==> config.mk <==
export PLATFORM = sky130hd
export DESIGN_NAME = fetch_queue_flat
export DESIGN_NICKNAME = d
export VERILOG_FILES = /design/src/rtl/fetch_queue_if.sv /design/src/rtl/fetch_queue.sv /design/src/flat_wrapper.sv
export SDC_FILE = /design/constraint.sdc
export NUM_CORES = 1
export LEC_CHECK = 0
export ABC_AREA = 1
export CORE_MARGIN = 5
export CORE_UTILIZATION = 64
export DETAILED_ROUTE_END_ITERATION = 12
export DONT_BUFFER_PORTS = 1
export PLACE_DENSITY = 0.8
export RECOVER_POWER = 100
export SYNTH_ARGS = -nofsm -noshare
export SYNTH_HDL_FRONTEND = slang
export SYNTH_SLANG_ARGS = --single-unit
==> constraint.sdc <==
create_clock -name clk -period 2.9 [get_ports clk]
set_clock_uncertainty 0.1 [all_clocks]
set_input_delay 0.58 -clock clk [delete_from_list [all_inputs] [get_ports clk]]
set_output_delay 0.58 -clock clk [all_outputs]
set_load 0.02 [all_outputs]
==> src/rtl/fetch_queue_if.sv <==
// Handshake bundle between the fetch stage (PC register + instruction memory),
// the fetch queue, and the decode stage.
interface fetch_queue_if #(
    parameter int DEPTH = 4,
    parameter int XLEN  = 32
);
    localparam int CW = $clog2(DEPTH) + 1;

    logic [XLEN-1:0] pc_in;
    logic [XLEN-1:0] instr_in;
    logic            fetch_valid;
    logic            flush;
    logic            pc_write_en;
    logic            dec_valid;
    logic            dec_ready;
    logic [XLEN-1:0] dec_pc;
    logic [XLEN-1:0] dec_instr;
    logic [CW-1:0]   count;

    // Fetch/decode side of the bundle.
    modport master (
        output pc_in, instr_in, fetch_valid, flush, dec_ready,
        input  pc_write_en, dec_valid, dec_pc, dec_instr, count
    );

    // Queue side of the bundle.
    modport slave (
        input  pc_in, instr_in, fetch_valid, flush, dec_ready,
        output pc_write_en, dec_valid, dec_pc, dec_instr, count
    );
endinterface

==> src/rtl/fetch_queue.sv <==
// Instruction fetch queue: circular buffer of {pc, instr} pairs between the PC
// register and decode, with PC stall on full and whole-queue discard on flush.
module fetch_queue #(
    parameter int DEPTH = 4,
    parameter int XLEN  = 32
) (
    input  logic          clk,
    input  logic          rst,
    fetch_queue_if.slave  fq
);
    localparam int AW = $clog2(DEPTH);
    localparam int CW = AW + 1;

    logic [XLEN-1:0] pc_mem_q    [DEPTH];
    logic [XLEN-1:0] instr_mem_q [DEPTH];

    logic [AW-1:0] wr_ptr_q, wr_ptr_d;
    logic [AW-1:0] rd_ptr_q, rd_ptr_d;
    logic [CW-1:0] count_q,  count_d;

    logic full;
    logic empty;
    logic enq;
    logic deq;

    // full/empty come from the registered count only, so no input reaches an output.
    assign full  = (count_q == CW'(DEPTH));
    assign empty = (count_q == '0);

    assign enq = fq.fetch_valid && !full && !fq.flush;
    assign deq = !empty && fq.dec_ready && !fq.flush;

    always_comb begin
        wr_ptr_d = wr_ptr_q;
        rd_ptr_d = rd_ptr_q;
        count_d  = count_q;
        if (fq.flush) begin
            wr_ptr_d = '0;
            rd_ptr_d = '0;
            count_d  = '0;
        end else begin
            if (enq) wr_ptr_d = wr_ptr_q + AW'(1);
            if (deq) rd_ptr_d = rd_ptr_q + AW'(1);
            count_d = count_q + CW'(enq) - CW'(deq);
        end
    end

    always_ff @(posedge clk or negedge rst) begin
        if (!rst) begin
            wr_ptr_q <= '0;
            rd_ptr_q <= '0;
            count_q  <= '0;
        end else begin
            wr_ptr_q <= wr_ptr_d;
            rd_ptr_q <= rd_ptr_d;
            count_q  <= count_d;
        end
    end

    // Storage is cleared on reset so dec_pc/dec_instr read zero until the first enqueue.
    always_ff @(posedge clk or negedge rst) begin
        if (!rst) begin
            for (int i = 0; i < DEPTH; i++) begin
                pc_mem_q[i]    <= '0;
                instr_mem_q[i] <= '0;
            end
        end else if (enq) begin
            pc_mem_q[wr_ptr_q]    <= fq.pc_in;
            instr_mem_q[wr_ptr_q] <= fq.instr_in;
        end
    end

    assign fq.pc_write_en = !full;
    assign fq.dec_valid   = !empty;
    assign fq.dec_pc      = pc_mem_q[rd_ptr_q];
    assign fq.dec_instr   = instr_mem_q[rd_ptr_q];
    assign fq.count       = count_q;
endmodule

==> src/flat_wrapper.sv <==
// flat-port wrapper written by rule: the top's interface ports become plain ports
module fetch_queue_flat 
#(
    parameter int DEPTH = 4,
    parameter int XLEN  = 32
)
  (clk, rst, fq_pc_in, fq_instr_in, fq_fetch_valid, fq_flush, fq_dec_ready, fq_pc_write_en, fq_dec_valid, fq_dec_pc, fq_dec_instr, fq_count);
  fetch_queue_if #(.DEPTH(DEPTH), .XLEN(XLEN)) fq_i ();
  input  logic clk;
  input  logic rst;
  input wire logic [$bits(fq_i.pc_in)-1:0] fq_pc_in;
  input wire logic [$bits(fq_i.instr_in)-1:0] fq_instr_in;
  input wire logic [$bits(fq_i.fetch_valid)-1:0] fq_fetch_valid;
  input wire logic [$bits(fq_i.flush)-1:0] fq_flush;
  input wire logic [$bits(fq_i.dec_ready)-1:0] fq_dec_ready;
  output wire logic [$bits(fq_i.pc_write_en)-1:0] fq_pc_write_en;
  output wire logic [$bits(fq_i.dec_valid)-1:0] fq_dec_valid;
  output wire logic [$bits(fq_i.dec_pc)-1:0] fq_dec_pc;
  output wire logic [$bits(fq_i.dec_instr)-1:0] fq_dec_instr;
  output wire logic [$bits(fq_i.count)-1:0] fq_count;
  assign fq_i.pc_in = fq_pc_in;
  assign fq_i.instr_in = fq_instr_in;
  assign fq_i.fetch_valid = fq_fetch_valid;
  assign fq_i.flush = fq_flush;
  assign fq_i.dec_ready = fq_dec_ready;
  assign fq_pc_write_en = fq_i.pc_write_en;
  assign fq_dec_valid = fq_i.dec_valid;
  assign fq_dec_pc = fq_i.dec_pc;
  assign fq_dec_instr = fq_i.dec_instr;
  assign fq_count = fq_i.count;
  fetch_queue #(.DEPTH(DEPTH), .XLEN(XLEN)) u_core (.clk(clk), .rst(rst), .fq(fq_i));
endmodule
**Word-level counts from Yosys, hierarchy flattened**

Cells that the tools add are included.

- Word-level logic and storage cells: 47
- Output and inout port bits: 69
- Register bits after elaboration: 263

- Reductions and logical operators: 11
- $add $sub $neg: 4
- $lt $le $gt $ge: 3
- Eq/ne operators: 1
- Mux-type cells: 15
- Bitwise operators: 2

Operator list:

| kind | number |
|---|---|
| $bwmux 128 | 2 |
| $mux 32 | 5 |
| $bmux 32 s2 | 2 |
| $demux 32 s2 | 1 |
| $mux 2 | 4 |
| $ge 3x3->1 const B | 2 |
| $not 2->3 | 2 |
| $logic_and 1x1->1 | 5 |
| $add 2x1->2 const B | 2 |
| $reduce_bool 2->1 | 2 |
| $add 3x1->3 | 1 |
| $eq 3x3->1 const B | 1 |
| $logic_not 1->1 | 3 |
| $logic_not 3->1 | 1 |
| $lt 3x1->1 const B | 1 |
| $mux 3 | 1 |
| $sub 3x1->3 | 1 |

**Longest topological paths before layout**

Gate-level depths: netlist (run 1).

- Depth after elaboration: 7
- Gate-level depth with buffers: 11
- Mapped depth without buffers: 11

**Worst setup path before layout (run 1)**

No wires, ideal clock.

- Path kind: flip-flop to flip-flop
- Start: register u_core.count_q[1], in the netlist u_core.fq.count[1]
- End: register u_core.count_q[2], in the netlist u_core.fq.count[2]
- Arrival: 2086 ps
- Setup slack: 595 ps
- Clock period less this slack: 2305 ps
- Buffers on the path: 0
- Cell stages (with the launch flop): 12
- Library setup time: 118 ps
- Cell sequence: dfrtp_1 -> nor2_4 -> nand2_1 -> nand2_1 -> nor2_1 -> ha_1 -> inv_1 -> ha_1 -> inv_1 -> fa_1 -> xor2_1 -> nor2_1

RTL lines:

| what | line | text |
|---|---|---|
| from (decl) | fetch_queue.sv:19 | `logic [CW-1:0] count_q, count_d;` |
| from (signal assigned) | fetch_queue.sv:56 | `count_q <= count_d;` |
| $logic_not 3->1 | fetch_queue.sv:28 | `assign empty = (count_q == '0);` |
| $logic_not 1->1 | - |  |
| net fq_dec_valid | flat_wrapper.sv:17 | `output wire logic [$bits(fq_i.dec_valid)-1:0] fq_dec_valid;` |
| $logic_and 1x1->1 (2 in a row) | fetch_queue.sv:31 | `assign deq = !empty && fq.dec_ready && !fq.flush;` |
| $sub 3x1->3 | fetch_queue.sv:44 | `count_d = count_q + CW'(enq) - CW'(deq);` |
| $mux 3 | fetch_queue.sv:37 | `if (fq.flush) begin` |
| net u_core.count_d[2] | fetch_queue.sv:19 |  |

The timed path passes the listed nets, and every way through them passes these cells.
A chain may end at the register's enable or synchronous reset.

**Worst setup path in the final report (run 1)**

- Start: register u_core.rd_ptr_q[0]
- End: output fq_dec_instr[1]

- Longest elaborated chain between the ends: 4

Ends and longest elaborated chain:

| what | line | text |
|---|---|---|
| from (decl) | fetch_queue.sv:18 | `logic [AW-1:0] rd_ptr_q, rd_ptr_d;` |
| from (signal assigned) | fetch_queue.sv:55 | `rd_ptr_q <= rd_ptr_d;` |
| $not 2->3 (implied by the code) | fetch_queue.sv:76 | `assign fq.dec_instr = instr_mem_q[rd_ptr_q];` |
| $bmux 32 s2 | fetch_queue.sv:76 |  |
| $mux 32 (implied by the code) (2 in a row) | fetch_queue.sv:76 |  |
| to (decl) | flat_wrapper.sv:19 | `output wire logic [$bits(fq_i.dec_instr)-1:0] fq_dec_instr;` |

No other way between the ends. The select of a mux whose other input is x is not followed.

==> flow_summary_export.csv, run 1 <==
group,metric,value,unit
grt,grt_pass1_wl,58840,µm
pwr,p_int,9836,µW
worst_setup_path,cp_max_fo,80,
grt,grt_max_degree,264,
place,io_buffers,0,
pwr,power_leakage,0.007138,µW
clock_network,cts_setup_buffers,0,
cells_and_area,nets,1593,
place,dp_hpwl,18590,µm
worst_setup_path,critPathCapture,"fq_dec_instr[1]",
cells_and_area,num_antenna_cells,0,
floorplanning,dieArea,0.02284,mm²
worst_setup_path,max_stage_delay,0.51,ns
run,maxCapViolations,0,
sta,rsz0062_at_grt,"yes",
worst_setup_path,rr_worst_depth,6,
cells_and_area,num-fill-cells,1562,
worst_setup_path,crit_required,2.22,ns
cells_and_area,drive_above_1_share,8.848,%
drt,wl,36280,µm
sta,timing.hold.ws,-0.3552,ns
outcome,status,"finished with violations",
worst_setup_path,r2r-end,"u_core.instr_mem_q[115]$_DFFE_PN0P_",
drt,drtIter0Drc,1347,
outcome,violations,"hold timing",
clock_network,cts_root_buffer,"clkbuf_16",
yosys,synth_fp_nets,1630,
worst_setup_path,path_cells,"inv_6 > buf_16 > o21ai_0 > o22ai_1 > buf_4",
grt,antenna_found_initial,0,
drt,vias,11736,
floorplanning,die-height,151.1,µm
pwr,powerDensity,1200,mW/mm²
yosys,synth_top_cell_area_share,51.63,%
sta,relSlewSlack,21.38,%
yosys,yosysWarnings,0,
worst_setup_path,worstSetupStartpointType,"register",
worst_setup_path,r2r_slack,0.16,ns
drt,firstDrtPassIters,5,
yosys,synth_most_common_cell,"nand2_1",
yosys,synthArstFlopShare,100.0,%
cells_and_area,design_area,0.01390,mm²
clock_network,path_clk_slew,0.06,ns
worst_setup_path,crit_start,"u_core.rd_ptr_q[0]$_DFFE_PN0P_",
pwr,p_clk_share,20.2,%
sta,fmax,350.5,MHz
sta,hold_violations,263,
sta,finalCriticalPeriod,2.853,ns
worst_setup_path,crit_type,"reg2out",
yosys,ys.flop_type,"dfrtp_1",
pwr,combPwrFrac,42.2,%
clock_network,cts-hold-fix-buffers,1,
drt,drcViolationCount,0,
floorplanning,num_rows,51,
sta,finalSetupViolCount,0,
hold_path,hp-class,"in2async",
yosys,syn_area,0.01275,mm²
yosys,netlist_top_cells_count,"nand2_1 (526), dfrtp_1 (263), nand4_1 (257)",
yosys,avgSynthCellArea,8.202,µm²
yosys,yosysSeqAreaShare,51.63,%
drt,routedWlPerCell,20.13,µm
clock_network,cts_tree,"yes",
grt,grt_util_all_layers,31.82,%
place,placed_area,0.01310,mm²
floorplanning,io_pins,138,
floorplanning,start_util,65.28,%
grt,overflow,0,
sta,setup_tns,0,ns
clock_network,numClockSinks,263,
pwr,p_switching,6850,µW
pwr,switching_share,41.05,%
worst_setup_path,timing.rr.start,"u_core.fq.count[1]$_DFF_PN0_",
yosys,synth_area_leader_cell,"dfrtp_1",
cells_and_area,area_growth,9.071,%
yosys,yosys-top-cells-area,"dfrtp_1 (52%), nand2_1 (15%), nand4_1 (13%), o21ai_0 (5.1%), nor2_1 (3.9%)",
sta,period_share,98.37,%
sta,tightestPinTransition,1.179,ns
floorplanning,die_x,151.1,µm
yosys,synth_edf_count,0,
clock_network,ctsHtreeMaxLevel,1,
pwr,ir_drop,930.2,µV
yosys,ys_seq_elements,263,
pwr,power,16690,µW
grt,first_global_vias,11489,
clock_network,clock_latency,0.53,ns
floorplanning,core_area,0.01953,mm²
worst_setup_path,crit_arrival,2.17,ns
worst_setup_path,crit_slowest_cell,"dfrtp_4",
worst_setup_path,cp-end-kind,"output port",
place,gp_congestion,0.7903,
yosys,post_synth_inst_count,1554,
pwr,power_frac_seq,37.6,%
drt,final_antenna_net_count,0,
clock_network,cts_inserted_buffers,28,
yosys,synth_cell_types,22,
sta,slew_violations,0,
clock_network,clockBufferDepth,3,
drt,viasPerCell,6.513,
## metrics by stage
step	utilization, %	setup WS [ns]	instances
after CTS	71.56	0.02224	1802
after global placement	67.10	0.4749	1751
after detailed placement	67.10	0.3786	1751
after floorplan	-	0.5953	1554
final	71.20	0.04721	1802
after global routing	71.20	-0.01411	1802
## cell families (layout without fill, tap and decap cells)
| kind of cell | Yosys count | in the layout | synth area share (%) |
|---|---|---|---|
| AOI/OAI and AO/OA | 194 | 194 | 8.334 |
| xor gates and xnor gates | 2 | 2 | 0.1375 |
| adders and majority gates | 7 | 7 | 0.7460 |
| buffers and inverters | 163 | 146 | 6.214 |
| DFF | 263 | 263 | 51.63 |
| and+or+nand+nor | 925 | 925 | 32.93 |
## cells in the final DEF, fill, tap and decap left out, types with 2 or more instances in the layout
master / count
clkbuf_16: 29
o21ai_0: 129
clkbuf_4: 4
nand3_1: 2
clkinv_2: 6
clkbuf_1: 12
buf_4: 69
nand4_4: 4
inv_6: 2
xor2_1: 2
buf_6: 2
inv_1: 8
nor2_1: 135
ha_1: 2
dfrtp_1: 261
nand4_1: 257
o22ai_1: 64
inv_2: 2
nand2_1: 526
clkbuf_8: 5
ha_2: 4
buf_12: 4
dfrtp_4: 2
## state kept, by name, summed over array words and instances (netlist names)
register / count
u_core.instr_mem_q: 128
u_core.pc_mem_q: 128
u_core.rd_ptr_q: 2
u_core.fq.count: 3
u_core.wr_ptr_q: 2
## worst max-delay path: cells and delay by family, from the launching register on
| kind | cells | cell delay, ns |
|---|---|---|
| buffers and inverters | 3 | 0.68 |
| DFF | 1 | 0.51 |
| AOI/OAI and AO/OA | 2 | 0.37 |
## what timing repair did
action / CTS / global route
resized for setup: 0 / 4
endpoints found under the hold margin: 266 / 263
setup endpoints to repair: 0 / 21
## power by group through the flow
stage	sequential [µW]	clock, µW	combinational, µW
2_1_floorplan	5970	0	4820
3_3_place_gp	6200	0	6870
3_5_place_dp	6240	0	7050
4_1_cts	6220	3410	7090
5_1_grt	6430	3580	7740
6_report	6270	3380	7040
## final cells by class
type	instances	area, µm²	area share [%]
Clock buffer	44	832.0	5.985
Clock inverter	6	30.03	0.2160
Inverter	12	55.05	0.3960
Multi-Input combinational cell	1128	5364	38.58
Sequential cell	263	6589	47.39
Tap cell	265	331.6	2.385
Timing Repair Buffer	84	700.7	5.040
## worst min path at each step
stage | startpoint | end | slack [ns] | cells after the start
2_1_floorplan | rst | u_core.fq.count[0]$_DFF_PN0_ | 0.18 | 0
3_3_place_gp | rst | u_core.instr_mem_q[38]$_DFFE_PN0P_ | 0.19 | 0
3_5_place_dp | rst | u_core.instr_mem_q[6]$_DFFE_PN0P_ | 0.19 | 0
4_1_cts | rst | u_core.instr_mem_q[38]$_DFFE_PN0P_ | -0.36 | 0
5_1_grt | rst | u_core.instr_mem_q[6]$_DFFE_PN0P_ | -0.38 | 0
6_report | rst | u_core.instr_mem_q[9]$_DFFE_PN0P_ | -0.36 | 0
## routing by layer
layer	vias to the layer above	share of wire (%)	global-route usage, %
met5	-	0	0
met4	0	2.0	10.65
li1	5272	-	-
met2	660	48	50.77
met1	5739	39	44.10
met3	65	10	6.403
(Power assumes the default switching activity.)
==> run 2, diff against run 1 <==
--- a/config.mk
+++ b/config.mk
@@ -6,6 +6,7 @@
 export NUM_CORES = 1
 export LEC_CHECK = 0
 export ABC_AREA = 1
+export CORE_ASPECT_RATIO = 1.25
 export CORE_MARGIN = 5
 export CORE_UTILIZATION = 64
 export DETAILED_ROUTE_END_ITERATION = 12
==> flow_summary_export.csv, run 2 (synthesis gave the netlist of run 1 again) <==
group,metric,value,unit
outcome,status,"finished with violations",
outcome,violations,"hold timing",
sta,slew_violations,0,
sta,finalCriticalPeriod,2.830,ns
hold_path,hp-class,"in2async",
sta,rsz0062_at_grt,"no",
worst_setup_path,cp-end-kind,"output port",
sta,tightestPinTransition,0.9417,ns
place,io_buffers,0,
place,dp.cells,1762,
sta,period_share,97.59,%
clock_network,clock_latency,0.53,ns
drt,drcViolationCount,0,
clock_network,cts-hold-fix-buffers,1,
drt,vias,11615,
worst_setup_path,cp_max_fo,61,
grt,grt_max_degree,264,
cells_and_area,multi_input_area,0.005373,mm²
cells_and_area,layout_common_cells,"nand2_1 (527), dfrtp_1 (261), nand4_1 (257), nor2_1 (135), o21ai_0 (129)",
cells_and_area,drive_above_1_share,7.300,%
drt,wl,35650,µm
cells_and_area,finalNonFillerCells,1813,
sta,hold_violations,263,
worst_setup_path,crit_arrival,2.15,ns
drt,routedWlPerCell,19.66,µm
grt,grt_util_all_layers,31.25,%
place,gp_congestion,0.7947,
pwr,p_int,9416,µW
pwr,switching_share,42.19,%
cells_and_area,num-fill-cells,1592,
cells_and_area,num_antenna_cells,0,
cells_and_area,area_growth,8.590,%
cells_and_area,nets,1603,
grt,antenna_found_initial,0,
clock_network,numClockSinks,263,
pwr,power_frac_seq,38.1,%
drt,final_antenna_net_count,0,
worst_setup_path,worstSetupStartpointType,"register",
sta,relSlewSlack,37.22,%
sta,fmax,353.3,MHz
grt,first_global_vias,11400,
cells_and_area,layout_commonest_cell,"nand2_1",
drt,drtIter0Drc,1395,
clock_network,cts_root_buffer,"clkbuf_16",
clock_network,cts_inserted_buffers,27,
floorplanning,start_util,65.23,%
pwr,p_switching,6873,µW
pwr,combPwrFrac,40.9,%
floorplanning,dieArea,0.02286,mm²
sta,timing.hold.ws,-0.3573,ns
clock_network,cts_tree,"yes",
grt,overflow,0,
worst_setup_path,crit_type,"reg2out",
floorplanning,die_x,136.2,µm
floorplanning,die-height,167.8,µm
floorplanning,core_area,0.01954,mm²
sta,finalSetupViolCount,0,
drt,firstDrtPassIters,6,
worst_setup_path,crit_required,2.22,ns
sta,setup_tns,0,ns
clock_network,path_clk_slew,0.06,ns
pwr,powerDensity,1177,mW/mm²
floorplanning,io_pins,138,
drt,viasPerCell,6.407,
cells_and_area,ff_latch_area,0.006586,mm²
pwr,power_leakage,0.007050,µW
pwr,ir_drop,853.3,µV
run,maxCapViolations,0,
pwr,p_clk_share,21.0,%
place,dp_hpwl,19120,µm
floorplanning,num_rows,57,
clock_network,ctsHtreeMaxLevel,1,
grt,grt_pass1_wl,59060,µm
clock_network,clockBufferDepth,3,
## run 2: cell types whose count changed in the layout (fill, tap and decap cells not counted), moves of 2 or more
cell and change:
clkbuf_1 +34, clkbuf_4 -2, clkbuf_2 +19, clkinv_2 -2, buf_4 -44, clkbuf_16 -2, buf_12 +3, clkbuf_8 +2
## run 2: area by class of cell
cell class / count / area share, %
Clock buffer: 42 / 5.795
Clock inverter: 8 / 0.5424
Inverter: 12 / 0.3978
Multi-Input combinational cell: 1128 / 38.82
Sequential cell: 263 / 47.59
Tap cell: 265 / 2.396
Timing Repair Buffer: 95 / 4.466
## run 2: what timing repair did
action | 4_1_cts | 5_1_grt
setup buffers | 0 | 0
hold endpoints to repair | 266 | 263
gates resized for setup | 1 | 1
endpoints found under the setup margin | 1 | 3
## run 2: power groups by stage
stage,logic (µW),clock network [µW],registers [µW]
after floorplan,4820,0,5970
after global placement,7020,0,6150
after detailed placement,7170,0,6200
after CTS,7230,3470,6170
after global routing,7350,3630,6390
final,6660,3430,6200
## run 2: worst paths after layout
check                           slack [ns]  depth (start not counted)                             from                                 end
worst max-delay path                  0.07                          4   u_core.rd_ptr_q[0]$_DFFE_PN0P_                    fq_dec_instr[30]
worst min-delay path                 -0.36                          0                              rst  u_core.instr_mem_q[41]$_DFFE_PN0P_
worst max register to register        0.20                          6     u_core.fq.count[1]$_DFF_PN0_     u_core.pc_mem_q[67]$_DFFE_PN0P_
worst min register to register        0.37                          2  u_core.pc_mem_q[53]$_DFFE_PN0P_     u_core.pc_mem_q[53]$_DFFE_PN0P_
max in group asynchronous             2.68                          0                              rst    u_core.pc_mem_q[107]$_DFFE_PN0P_
min in group clk                      0.09                          2                   fq_instr_in[4]   u_core.instr_mem_q[4]$_DFFE_PN0P_
## run 2: per-stage QoR
step	worst slack (ns)	power [µW]	util [%]	cell area [µm²]
after global placement	0.4750	13170	67.53	13200
after floorplan	0.5953	10790	-	12750
after detailed placement	0.4162	13370	67.53	13200
final	0.06991	16290	70.83	13840
after CTS	0.08800	16870	72.09	14090
after global routing	0.03599	17370	70.83	13840
## run 2: critical path, cell delays in order (launching register included)
cell,delay [ns]
dfrtp_4,0.46
buf_6,0.42
o21ai_0,0.18
o22ai_1,0.30
clkbuf_2,0.23
## run 2: routing by layer
layer	vias up	GRT usage, %	wire length (µm)
met2	598	51.13	17740
li1	5290	-	-
met5	-	0	0
met1	5653	43.18	13970
met3	74	4.955	3100
met4	0	9.776	841
